**config.mk**
```make
export PLATFORM = sky130hd
export DESIGN_NAME = pipe_ctrl_flat
export DESIGN_NICKNAME = d
export VERILOG_FILES = /design/src/rtl/pipe_ctrl_pkg.sv /design/src/rtl/pipe_ctrl_if.sv /design/src/rtl/pipe_ctrl_stall_watchdog.sv /design/src/rtl/pipe_ctrl.sv /design/src/flat_wrapper.sv
export SDC_FILE = /design/constraint.sdc
export NUM_CORES = 1
export LEC_CHECK = 0
export ABC_AREA = 0
export CAP_MARGIN = 20
export CELL_PAD_IN_SITES_DETAIL_PLACEMENT = 1
export CELL_PAD_IN_SITES_GLOBAL_PLACEMENT = 1
export CORE_ASPECT_RATIO = 0.75
export CORE_MARGIN = 4
export CORE_UTILIZATION = 26
export CTS_CLUSTER_DIAMETER = 120
export CTS_CLUSTER_SIZE = 30
export DETAILED_ROUTE_END_ITERATION = 8
export HOLD_SLACK_MARGIN = 0.08
export MAX_ROUTING_LAYER = met4
export PLACE_DENSITY_LB_ADDON = 0.15
export REMOVE_ABC_BUFFERS = 1
export SLEW_MARGIN = 0
export SYNTH_ARGS = -nofsm -noshare
export SYNTH_HDL_FRONTEND = slang
export SYNTH_SLANG_ARGS = --single-unit
```
**constraint.sdc**
```tcl
create_clock -name clk -period 3 [get_ports clk]
set_input_delay 0.45 -clock clk [delete_from_list [all_inputs] [get_ports clk]]
set_output_delay 0.45 -clock clk [all_outputs]
set_load 0.005 [all_outputs]
```
**src/rtl/pipe_ctrl_pkg.sv**
```systemverilog
// pipe_ctrl_pkg: shared hold/jump encodings, FSM states and helpers
// for the pipeline control unit (trap state present with PIPE_CTRL_TRAP_EN).
package pipe_ctrl_pkg;

   localparam logic [2:0] HOLD_NONE = 3'd0;
   localparam logic [2:0] HOLD_PC   = 3'd1;
   localparam logic [2:0] HOLD_IF   = 3'd2;
   localparam logic [2:0] HOLD_ID   = 3'd3;

   localparam logic JumpEnable  = 1'b1;
   localparam logic JumpDisable = 1'b0;

   localparam int FLUSH_W = 3;
   localparam int WDOG_W  = 8;

   typedef enum logic [1:0] {
      ST_IDLE,
      ST_FLUSH,
`ifdef PIPE_CTRL_TRAP_EN
      ST_STALL,
      ST_TRAP_WAIT
`else
      ST_STALL
`endif
   } state_e;

   // ex busy freezes the whole front end; a bus stall only the pc
   function automatic logic [2:0] hold_level(input logic ex_hold,
                                             input logic bus_hold);
      logic [2:0] lvl;
      lvl = HOLD_NONE;
      if (ex_hold)
         lvl = HOLD_ID;
      else if (bus_hold)
         lvl = HOLD_PC;
      return lvl;
   endfunction

endpackage

```
**src/rtl/pipe_ctrl_if.sv**
```systemverilog
// pipe_ctrl_if: redirect/stall requests in, jump/hold/flush controls out.
// master = pipe_ctrl, slave = ex/arbiter/int source and pc_reg/if_id/id_ex.
interface pipe_ctrl_if;

   logic        ex_jump_flag_i;
   logic [31:0] ex_jump_addr_i;
   logic        ex_hold_i;
   logic        bus_hold_i;
`ifdef PIPE_CTRL_TRAP_EN
   logic        int_req_i;
   logic [31:0] int_addr_i;
   logic        int_ack_o;
`endif
   logic        jump_flag_o;
   logic [31:0] jump_addr_o;
   logic [2:0]  hold_flag_o;
   logic        flush_o;
   logic        stall_timeout_o;

   modport master (
      input  ex_jump_flag_i, ex_jump_addr_i, ex_hold_i, bus_hold_i,
`ifdef PIPE_CTRL_TRAP_EN
      input  int_req_i, int_addr_i,
      output int_ack_o,
`endif
      output jump_flag_o, jump_addr_o, hold_flag_o, flush_o,
      output stall_timeout_o
   );

   modport slave (
      output ex_jump_flag_i, ex_jump_addr_i, ex_hold_i, bus_hold_i,
`ifdef PIPE_CTRL_TRAP_EN
      output int_req_i, int_addr_i,
      input  int_ack_o,
`endif
      input  jump_flag_o, jump_addr_o, hold_flag_o, flush_o,
      input  stall_timeout_o
   );

endinterface

```
**src/rtl/pipe_ctrl_stall_watchdog.sv**
```systemverilog
// pipe_ctrl_stall_watchdog: counts consecutive held cycles, sticky timeout.
// Ports: clk, rst_n, i_active (hold level nonzero), o_timeout.
module pipe_ctrl_stall_watchdog
   import pipe_ctrl_pkg::*;
#(
   parameter int STALL_MAX = 255
) (
   input  logic clk,
   input  logic rst_n,
   input  logic i_active,
   output logic o_timeout
);

   localparam logic [WDOG_W-1:0] LIMIT = WDOG_W'(STALL_MAX);

   logic [WDOG_W-1:0] r_cnt;
   logic              r_flag;
   logic              w_hit;

   // flag shows in the cycle the STALL_MAX-th held cycle occurs
   assign w_hit     = i_active && (r_cnt == LIMIT - 1'b1);
   assign o_timeout = r_flag | w_hit;

   always_ff @(posedge clk or negedge rst_n) begin
      if (!rst_n) begin
         r_cnt  <= '0;
         r_flag <= 1'b0;
      end else begin
         if (!i_active)
            r_cnt <= '0;
         else if (r_cnt != LIMIT)
            r_cnt <= r_cnt + 1'b1;
         if (w_hit)
            r_flag <= 1'b1;
      end
   end

endmodule

```
**src/rtl/pipe_ctrl.sv**
```systemverilog
// pipe_ctrl: redirect/flush/hold sequencing for the 3-stage core.
// Ports: clk, rst_n, bus (pipe_ctrl_if.master); trap path: PIPE_CTRL_TRAP_EN.
module pipe_ctrl
   import pipe_ctrl_pkg::*;
#(
   parameter int FLUSH_CYCLES = 1,
   parameter int STALL_MAX    = 255
) (
   input  logic         clk,
   input  logic         rst_n,
   pipe_ctrl_if.master  bus
);

   state_e             r_state;
   state_e             w_state_nxt;
   logic [FLUSH_W-1:0] r_flush_cnt;
   logic [FLUSH_W-1:0] w_flush_cnt_nxt;

   logic               w_jump;
   logic [31:0]        w_addr;
   logic               w_flush;
   logic [2:0]         w_hold;
   logic [2:0]         w_hold_out;
   logic               w_timeout;

`ifdef PIPE_CTRL_TRAP_EN
   logic               r_int_pend;
   logic               w_int_pend_nxt;
   logic [31:0]        r_int_addr;
   logic [31:0]        w_int_addr_nxt;
   logic               w_ack;
`endif

   always_comb begin
      w_state_nxt     = r_state;
      w_flush_cnt_nxt = r_flush_cnt;
      w_jump          = JumpDisable;
      w_addr          = '0;
      w_flush         = 1'b0;
      w_hold          = HOLD_NONE;
`ifdef PIPE_CTRL_TRAP_EN
      w_int_pend_nxt  = r_int_pend;
      w_int_addr_nxt  = r_int_addr;
      w_ack           = 1'b0;
`endif
      unique case (r_state)
         ST_IDLE, ST_STALL: begin
            if (bus.ex_jump_flag_i) begin
               w_jump          = JumpEnable;
               w_addr          = bus.ex_jump_addr_i;
               w_flush         = 1'b1;
               w_state_nxt     = ST_FLUSH;
               w_flush_cnt_nxt = FLUSH_W'(FLUSH_CYCLES);
            end else begin
               w_hold      = hold_level(bus.ex_hold_i, bus.bus_hold_i);
               w_state_nxt = bus.ex_hold_i ? ST_STALL : ST_IDLE;
            end
`ifdef PIPE_CTRL_TRAP_EN
            // latch even when ex wins, so the trap survives the flush
            if (bus.int_req_i && !r_int_pend) begin
               w_int_pend_nxt = 1'b1;
               w_int_addr_nxt = bus.int_addr_i;
            end
            if (!bus.ex_jump_flag_i && (bus.int_req_i || r_int_pend))
               w_state_nxt = ST_TRAP_WAIT;
`endif
         end
         ST_FLUSH: begin
            w_flush = 1'b1;
            // wrong-path jumps ignored; bus stall freezes the window
            if (bus.bus_hold_i) begin
               w_hold = HOLD_PC;
            end else begin
               w_flush_cnt_nxt = r_flush_cnt - 1'b1;
               if (w_flush_cnt_nxt == '0)
                  w_state_nxt = ST_IDLE;
            end
         end
`ifdef PIPE_CTRL_TRAP_EN
         ST_TRAP_WAIT: begin
            if (bus.ex_jump_flag_i) begin
               w_jump          = JumpEnable;
               w_addr          = bus.ex_jump_addr_i;
               w_flush         = 1'b1;
               w_state_nxt     = ST_FLUSH;
               w_flush_cnt_nxt = FLUSH_W'(FLUSH_CYCLES);
            end else if (bus.ex_hold_i) begin
               w_hold = HOLD_PC;
            end else begin
               w_jump          = JumpEnable;
               w_addr          = r_int_addr;
               w_flush         = 1'b1;
               w_ack           = 1'b1;
               w_int_pend_nxt  = 1'b0;
               w_state_nxt     = ST_FLUSH;
               w_flush_cnt_nxt = FLUSH_W'(FLUSH_CYCLES);
            end
         end
`endif
         default: w_state_nxt = ST_IDLE;
      endcase
   end

   always_ff @(posedge clk or negedge rst_n) begin
      if (!rst_n) begin
         r_state     <= ST_IDLE;
         r_flush_cnt <= '0;
      end else begin
         r_state     <= w_state_nxt;
         r_flush_cnt <= w_flush_cnt_nxt;
      end
   end

`ifdef PIPE_CTRL_TRAP_EN
   always_ff @(posedge clk or negedge rst_n) begin
      if (!rst_n) begin
         r_int_pend <= 1'b0;
         r_int_addr <= '0;
      end else begin
         r_int_pend <= w_int_pend_nxt;
         r_int_addr <= w_int_addr_nxt;
      end
   end

   assign bus.int_ack_o = rst_n & w_ack;
`endif

   // outputs forced quiet while reset is held, whatever the inputs do
   assign w_hold_out      = rst_n ? w_hold : HOLD_NONE;
   assign bus.jump_flag_o = rst_n & w_jump;
   assign bus.jump_addr_o = bus.jump_flag_o ? w_addr : '0;
   assign bus.flush_o     = rst_n & w_flush;
   assign bus.hold_flag_o = w_hold_out;

   pipe_ctrl_stall_watchdog #(
      .STALL_MAX (STALL_MAX)
   ) u_wdog (
      .clk       (clk),
      .rst_n     (rst_n),
      .i_active  (w_hold_out != HOLD_NONE),
      .o_timeout (w_timeout)
   );

   assign bus.stall_timeout_o = w_timeout;

endmodule

```
**src/flat_wrapper.sv**
```systemverilog
// flat-port wrapper written by rule: the top's interface ports become plain ports
module pipe_ctrl_flat import pipe_ctrl_pkg::*;
#(
   parameter int FLUSH_CYCLES = 1,
   parameter int STALL_MAX    = 255
)
  (clk, rst_n, bus_ex_jump_flag_i, bus_ex_jump_addr_i, bus_ex_hold_i, bus_bus_hold_i, bus_jump_flag_o, bus_jump_addr_o, bus_hold_flag_o, bus_flush_o, bus_stall_timeout_o);
  pipe_ctrl_if bus_i ();
  input  logic clk;
  input  logic rst_n;
  input wire logic [$bits(bus_i.ex_jump_flag_i)-1:0] bus_ex_jump_flag_i;
  input wire logic [$bits(bus_i.ex_jump_addr_i)-1:0] bus_ex_jump_addr_i;
  input wire logic [$bits(bus_i.ex_hold_i)-1:0] bus_ex_hold_i;
  input wire logic [$bits(bus_i.bus_hold_i)-1:0] bus_bus_hold_i;
  output wire logic [$bits(bus_i.jump_flag_o)-1:0] bus_jump_flag_o;
  output wire logic [$bits(bus_i.jump_addr_o)-1:0] bus_jump_addr_o;
  output wire logic [$bits(bus_i.hold_flag_o)-1:0] bus_hold_flag_o;
  output wire logic [$bits(bus_i.flush_o)-1:0] bus_flush_o;
  output wire logic [$bits(bus_i.stall_timeout_o)-1:0] bus_stall_timeout_o;
  assign bus_i.ex_jump_flag_i = bus_ex_jump_flag_i;
  assign bus_i.ex_jump_addr_i = bus_ex_jump_addr_i;
  assign bus_i.ex_hold_i = bus_ex_hold_i;
  assign bus_i.bus_hold_i = bus_bus_hold_i;
  assign bus_jump_flag_o = bus_i.jump_flag_o;
  assign bus_jump_addr_o = bus_i.jump_addr_o;
  assign bus_hold_flag_o = bus_i.hold_flag_o;
  assign bus_flush_o = bus_i.flush_o;
  assign bus_stall_timeout_o = bus_i.stall_timeout_o;
  pipe_ctrl #(.FLUSH_CYCLES(FLUSH_CYCLES), .STALL_MAX(STALL_MAX)) u_core (.clk(clk), .rst_n(rst_n), .bus(bus_i));
endmodule
```
==> impl_metrics.py, run 1 <==
metrics = {
    "drt": {
        "drt_first_pass_iters": 2,
        "finalWirelength_um": 3880,
        "wire_per_inst_um": 15.3,
        "via_count": 1201,
        "viasPerCell": 4.73,
        "drtAntennaViolNets": 0,
        "drc": 0,
        "drt-initial-drc-count": 53,
    },
    "place": {
        "portBuffers": 73,
        "dp.final_hpwl_um": 3240,
        "gp_congestion": 0.799,
        "post_dp_cell_area_um2": 1900,
    },
    "clock_network": {
        "tritoncts": "built",
        "postCtsSetupBuffers": 0,
        "holdBufCountCts": 0,
        "clk-insertion-delay-late_ns": 0.24,
        "cts_buffer_depth": 2,
        "postCtsResizedCells": 0,
        "cts_inserted_buffers": 3,
        "clockRootBuffer": "clkbuf_8",
        "path_clk_slew_ns": 0.06,
        "htreeDepth": 1,
        "cts.sinks": 14,
    },
    "layout": {
        "num_antenna_cells": 0,
        "multi_input_comb_area_um2": 678,
        "final_nets": 241,
        "seq_area_um2": 350,
        "syn_to_final_growth_pct": 76.8,
        "nFillCells": 473,
        "fin_area_um2": 1950,
        "drive_gt1_share_pct": 9.55,
    },
    "yosys": {
        "synth_edf_count": 0,
        "yosysTopAreaCell": "dfrtp_1",
        "synth_area_per_cell_um2": 8.90,
        "yosys.area.top_type_share_pct": 31.7,
        "synth.top_cells.by_count": "and2_1, dfrtp_1, inv_1, o21ai_0, a31oi_1",
        "synthCells": 124,
        "synth_ff_type": "dfrtp_1",
        "synth_area_leaders": "dfrtp_1, and2_1, nor4b_2",
        "async_flop_share_pct": 100,
        "synth_most_common_cell": "and2_1",
        "ys_seq_area_share_pct": 31.7,
        "yosys_warnings": 0,
        "synth.ff_latch_count": 14,
        "netlist_area_um2": 1100,
        "yosys.cell_types.count": 36,
    },
    "setup_path": {
        "critPathMaxFanout": 7,
        "cp.arrival_ns": 2.32,
        "r2r_end": "u_core.u_wdog.r_cnt[6]$_DFFE_PN0P_",
        "cp-end-kind": "output port",
        "max_stage_delay_ns": 0.56,
        "r2r-start": "u_core.u_wdog.r_cnt[0]$_DFFE_PN0P_",
        "cp-start-kind": "input pin",
        "cp.required_ns": 2.55,
        "path_cells": "clkdlybuf4s50_1, nor2_1, o32a_1, o31ai_1, clkdlybuf4s50_1",
        "path_class": "input pin to output port",
        "rr_worst_depth": 4,
        "cpMostUsedCell": "clkdlybuf4s50_1",
        "cp_slowest_cell": "clkdlybuf4s50_1",
        "r2r_setup_slack_ns": 1.25,
    },
    "timing": {
        "tns_ns": 0,
        "rsz0062_at_grt": "no",
        "timing.fmax_mhz": 362,
        "post-route-period-util_pct": 92.2,
        "setup_violations": 0,
        "min_period_ns": 2.77,
        "slew_viol_final": 0,
        "hold_viol": 0,
        "skew_ns": 0.00298,
    },
    "power": {
        "internal_power_uw": 539,
        "switching_share_pct": 31.5,
        "sequentialPowerShare_pct": 33.7,
        "pwr-share-clk_pct": 23.0,
        "ir_drop_uv": 228,
        "p_per_area_nw_per_um2": 403,
        "power_frac_comb_pct": 43.2,
        "leakage_uw": 0.000764,
        "p_sw_uw": 247,
    },
    "hold_path": {
        "hold_depth": 2,
        "min_from": "u_core.u_wdog.r_flag$_DFFE_PN0P_",
        "hp-class": "flop to flop",
        "hold_end": "u_core.u_wdog.r_flag$_DFFE_PN0P_",
    },
    "global_route": {
        "gr-usage-all-layers_pct": 15.4,
        "grt_max_degree": 26,
        "grt_pass1_wl_um": 6420,
        "gr-total-overflow": 0,
        "antenna_found_initial": 0,
        "grt_pass1_vias": 1285,
    },
    "floorplanning": {
        "die_h_um": 64.4,
        "coreArea_um2": 4080,
        "pin_count": 75,
        "die_w_um": 83.2,
        "dieArea_um2": 5360,
        "start_util_pct": 27.1,
        "row_count": 20,
    },
    "job": {
        "maxCapViolCount": 0,
    },
    "run_status": {
        "status": "complete, no violations",
    },
}
-- cell type report --
| class | instances | area share (%) |
|---|---|---|
| timing repair buffer | 78 | 39.4 |
| multi-input combinational | 95 | 34.8 |
| sequential | 14 | 18.0 |
| tap | 55 | 3.53 |
| clock buffer | 4 | 2.82 |
| inverter | 8 | 1.54 |
-- worst max-delay path, delay by kind of cell --
family | cells | cell delay [ns]
AO/OA/AOI/OAI | 2 | 0.70
buffers and inverters | 2 | 1.10
AND/OR/NAND/NOR | 1 | 0.07
-- cell families after synthesis --
kind of cell    count (synthesis)  synth area share (%)
simple gates                   65                  39.8
compound gates                 22                  14.2
buf+inv                        15                  6.80
flops                          14                  31.7
fa+ha+maj                       4                  4.54
xor+xnor                        2                  1.59
other cells                     1                 0.340
mux                             1                  1.02
-- cell usage in the layout (no fill, tap or decap), types with 5 or more instances in the layout --
master and count:
and2_1 33, o21ai_0 6, dfrtp_1 14, a31oi_1 5
inv_1 8, buf_4 5, clkdlybuf4s50_1 73
-- worst max-delay path by stage --
stage	slack [ns]	cells past startpoint	endpoint	start
6_report	0.23	5	bus_stall_timeout_o	bus_bus_hold_i
5_1_grt	0.13	5	bus_stall_timeout_o	bus_bus_hold_i
4_1_cts	0.21	5	bus_stall_timeout_o	bus_bus_hold_i
3_5_place_dp	0.22	5	bus_stall_timeout_o	bus_bus_hold_i
3_3_place_gp	0.28	5	bus_stall_timeout_o	bus_bus_hold_i
2_1_floorplan	0.90	3	bus_jump_addr_o[0]	rst_n
-- per-layer routing --
| metal | GRT usage, % | vias up | wire length (µm) |
|---|---|---|---|
| li1 | - | 581 | - |
| met1 | 20.2 | 562 | 1880 |
| met2 | 22.7 | 56 | 1660 |
| met3 | 5.72 | 2 | 311 |
| met4 | 3.67 | 0 | 27 |
| met5 | - | - | 0 |
-- power groups by stage --
stage | Sequential, µW | Combinational, µW | Clock (µW)
6_report | 265 | 340 | 181
2_1_floorplan | 255 | 163 | 0
4_1_cts | 264 | 347 | 187
5_1_grt | 271 | 379 | 197
3_5_place_dp | 268 | 343 | 0
3_3_place_gp | 266 | 335 | 0
-- flip-flops by register name, summed over array words and instances, names as in the netlist --
| register | cells |
|---|---|
| u_core.u_wdog.r_flag | 1 |
| u_core.r_flush_cnt | 3 |
| u_core.r_state | 2 |
| u_core.u_wdog.r_cnt | 8 |
-- through the flow --
stage	util, %	hold WS (ns)	total power [µW]	instances	setup slack [ns]
3_3_place_gp	46.5	0.439	601	250	0.279
3_5_place_dp	46.5	0.473	611	250	0.217
6_report	47.8	0.482	786	254	0.234
5_1_grt	47.8	0.527	848	254	0.126
2_1_floorplan	-	0.154	418	117	0.905
4_1_cts	47.8	0.498	799	254	0.215
Power figures use the tool's default switching activity.
==> run 2, diff against run 1 <==
--- a/config.mk
+++ b/config.mk
@@ -10,9 +10,9 @@
 export CELL_PAD_IN_SITES_DETAIL_PLACEMENT = 1
 export CELL_PAD_IN_SITES_GLOBAL_PLACEMENT = 1
-export CORE_ASPECT_RATIO = 0.75
+export CORE_ASPECT_RATIO = 2
 export CORE_MARGIN = 4
 export CORE_UTILIZATION = 26
 export CTS_CLUSTER_DIAMETER = 120
-export CTS_CLUSTER_SIZE = 30
+export CTS_CLUSTER_SIZE = 12
 export DETAILED_ROUTE_END_ITERATION = 8
 export HOLD_SLACK_MARGIN = 0.08
==> constraint.sdc (replaced) <==
create_clock -name clk -period 3 [get_ports clk]
set_input_delay 0.45 -clock clk [delete_from_list [all_inputs] [get_ports clk]]
set_output_delay 0.45 -clock clk [all_outputs]
set_load 0.05 [all_outputs]
==> impl_metrics.py, run 2 (synthesized netlist as in run 1, its figures left out) <==
metrics = {
    "floorplanning": {
        "coreArea_um2": 4090,
        "dieArea_um2": 5410,
        "die_h_um": 100,
        "row_count": 33,
        "pin_count": 75,
        "die_w_um": 54.1,
        "start_util_pct": 27.0,
    },
    "drt": {
        "via_count": 1235,
        "drt_first_pass_iters": 4,
        "finalWirelength_um": 4460,
        "viasPerCell": 4.94,
        "wire_per_inst_um": 17.8,
        "drt-initial-drc-count": 16,
        "drc": 0,
        "drtAntennaViolNets": 0,
    },
    "layout": {
        "top_register": "u_core.u_wdog.r_cnt",
        "num_antenna_cells": 0,
        "largestRegisters": "u_core.u_wdog.r_cnt x8, u_core.r_flush_cnt x3, u_core.r_state x2",
        "largest_reg_flops": 8,
        "syn_to_final_growth_pct": 108,
        "drive_gt1_share_pct": 27.8,
        "fin_area_um2": 2300,
        "final_nets": 240,
        "fin_cells": 250,
        "nFillCells": 424,
        "layout_common_cells": "clkdlybuf4s50_1, buf_12, and2_1",
    },
    "power": {
        "p_sw_uw": 421,
        "ir_drop_uv": 194,
        "internal_power_uw": 616,
        "p_total_uw": 1040,
        "pwr-share-clk_pct": 18.4,
        "sequentialPowerShare_pct": 25.7,
        "p_per_area_nw_per_um2": 451,
        "power_frac_comb_pct": 55.9,
        "leakage_uw": 0.000936,
        "switching_share_pct": 40.6,
    },
    "clock_network": {
        "path_clk_slew_ns": 0.06,
        "cts.sinks": 14,
        "tritoncts": "built",
        "postCtsSetupBuffers": 0,
        "cts_buffer_depth": 2,
        "clockRootBuffer": "clkbuf_8",
        "postCtsResizedCells": 0,
        "clk-insertion-delay-late_ns": 0.25,
        "cts_inserted_buffers": 3,
        "htreeDepth": 1,
        "holdBufCountCts": 0,
    },
    "timing": {
        "skew_ns": 0.00185,
        "timing.fmax_mhz": 395,
        "hold_viol": 0,
        "setup_violations": 0,
        "rsz0062_at_grt": "no",
        "min_period_ns": 2.53,
        "tns_ns": 0,
        "slew_viol_final": 0,
        "post-route-period-util_pct": 84.4,
        "worst_slack_ns": 0.469,
    },
    "setup_path": {
        "crit_path_end": "bus_stall_timeout_o",
        "cp-start-kind": "input pin",
        "r2r_setup_slack_ns": 1.17,
        "rr_worst_depth": 4,
        "critPathMaxFanout": 6,
        "cp-end-kind": "output port",
        "cp.arrival_ns": 2.08,
        "r2r_end": "u_core.u_wdog.r_cnt[6]$_DFFE_PN0P_",
        "startpoint": "bus_bus_hold_i",
        "path_class": "input pin to output port",
        "cp.required_ns": 2.55,
        "r2r-start": "u_core.u_wdog.r_cnt[0]$_DFFE_PN0P_",
    },
    "place": {
        "gp_congestion": 0.764,
        "pre_cts_ws_ns": 0.435,
        "portBuffers": 73,
        "dp.final_hpwl_um": 3800,
        "post_dp_cell_area_um2": 2240,
        "dp.cells": 246,
    },
    "job": {
        "maxCapViolCount": 0,
    },
    "run_status": {
        "status": "complete, no violations",
    },
    "global_route": {
        "grt_max_degree": 34,
        "grt_pass1_wl_um": 7110,
        "antenna_found_initial": 0,
        "gr-total-overflow": 0,
        "gr-usage-all-layers_pct": 18.6,
        "grt_pass1_vias": 1477,
    },
    "hold_path": {
        "hp-class": "flop to flop",
    },
}
run 2: how the worst min path moves through the flow:
stage                                   endpoint  slack [ns]  cells past startpoint                             start
2_1_floorplan  u_core.r_flush_cnt[0]$_DFFE_PN0P_        0.15                      0                             rst_n
3_3_place_gp    u_core.u_wdog.r_flag$_DFFE_PN0P_        0.44                      2  u_core.u_wdog.r_flag$_DFFE_PN0P_
3_5_place_dp    u_core.u_wdog.r_flag$_DFFE_PN0P_        0.47                      2  u_core.u_wdog.r_flag$_DFFE_PN0P_
4_1_cts         u_core.u_wdog.r_flag$_DFFE_PN0P_        0.49                      2  u_core.u_wdog.r_flag$_DFFE_PN0P_
5_1_grt         u_core.u_wdog.r_flag$_DFFE_PN0P_        0.51                      2  u_core.u_wdog.r_flag$_DFFE_PN0P_
6_report        u_core.u_wdog.r_flag$_DFFE_PN0P_        0.48                      2  u_core.u_wdog.r_flag$_DFFE_PN0P_
run 2: area by class of cell:
type,instances,area (µm²),area share (%)
clock buffer,4,55.1,2.40
sequential,14,350,15.3
tap,52,65.1,2.83
inverter,8,30.0,1.31
timing repair buffer,77,1120,48.7
multi-input combinational,95,678,29.5
run 2: power groups by stage:
stage	sequential [µW]	combinational, µW	clock (µW)
after global routing	270	621	203
after detailed placement	267	587	0
after floorplan	255	300	0
final	267	580	190
after CTS	265	589	195
after global placement	264	563	0
run 2: through the flow:
stage | utilization [%] | hold WS [ns]
finish | 56.2 | 0.483
floorplan | - | 0.154
CTS | 56.2 | 0.488
global placement | 54.9 | 0.438
global route | 56.2 | 0.510
detailed placement | 54.9 | 0.473
run 2: worst max-delay path, cell delays in order:
cell and delay, ns:
clkdlybuf4s50_1 0.58, nor2_1 0.08, o32a_1 0.32, o31ai_1 0.45, buf_12 0.20
run 2: per-layer routing:
layer | vias to the layer above | track usage (%) | routed length, µm
met2 | 62 | 33.3 | 2480
met5 | - | - | 0
met4 | 0 | 6.33 | 71
met3 | 5 | 6.39 | 440
li1 | 583 | - | -
met1 | 585 | 17.7 | 1470
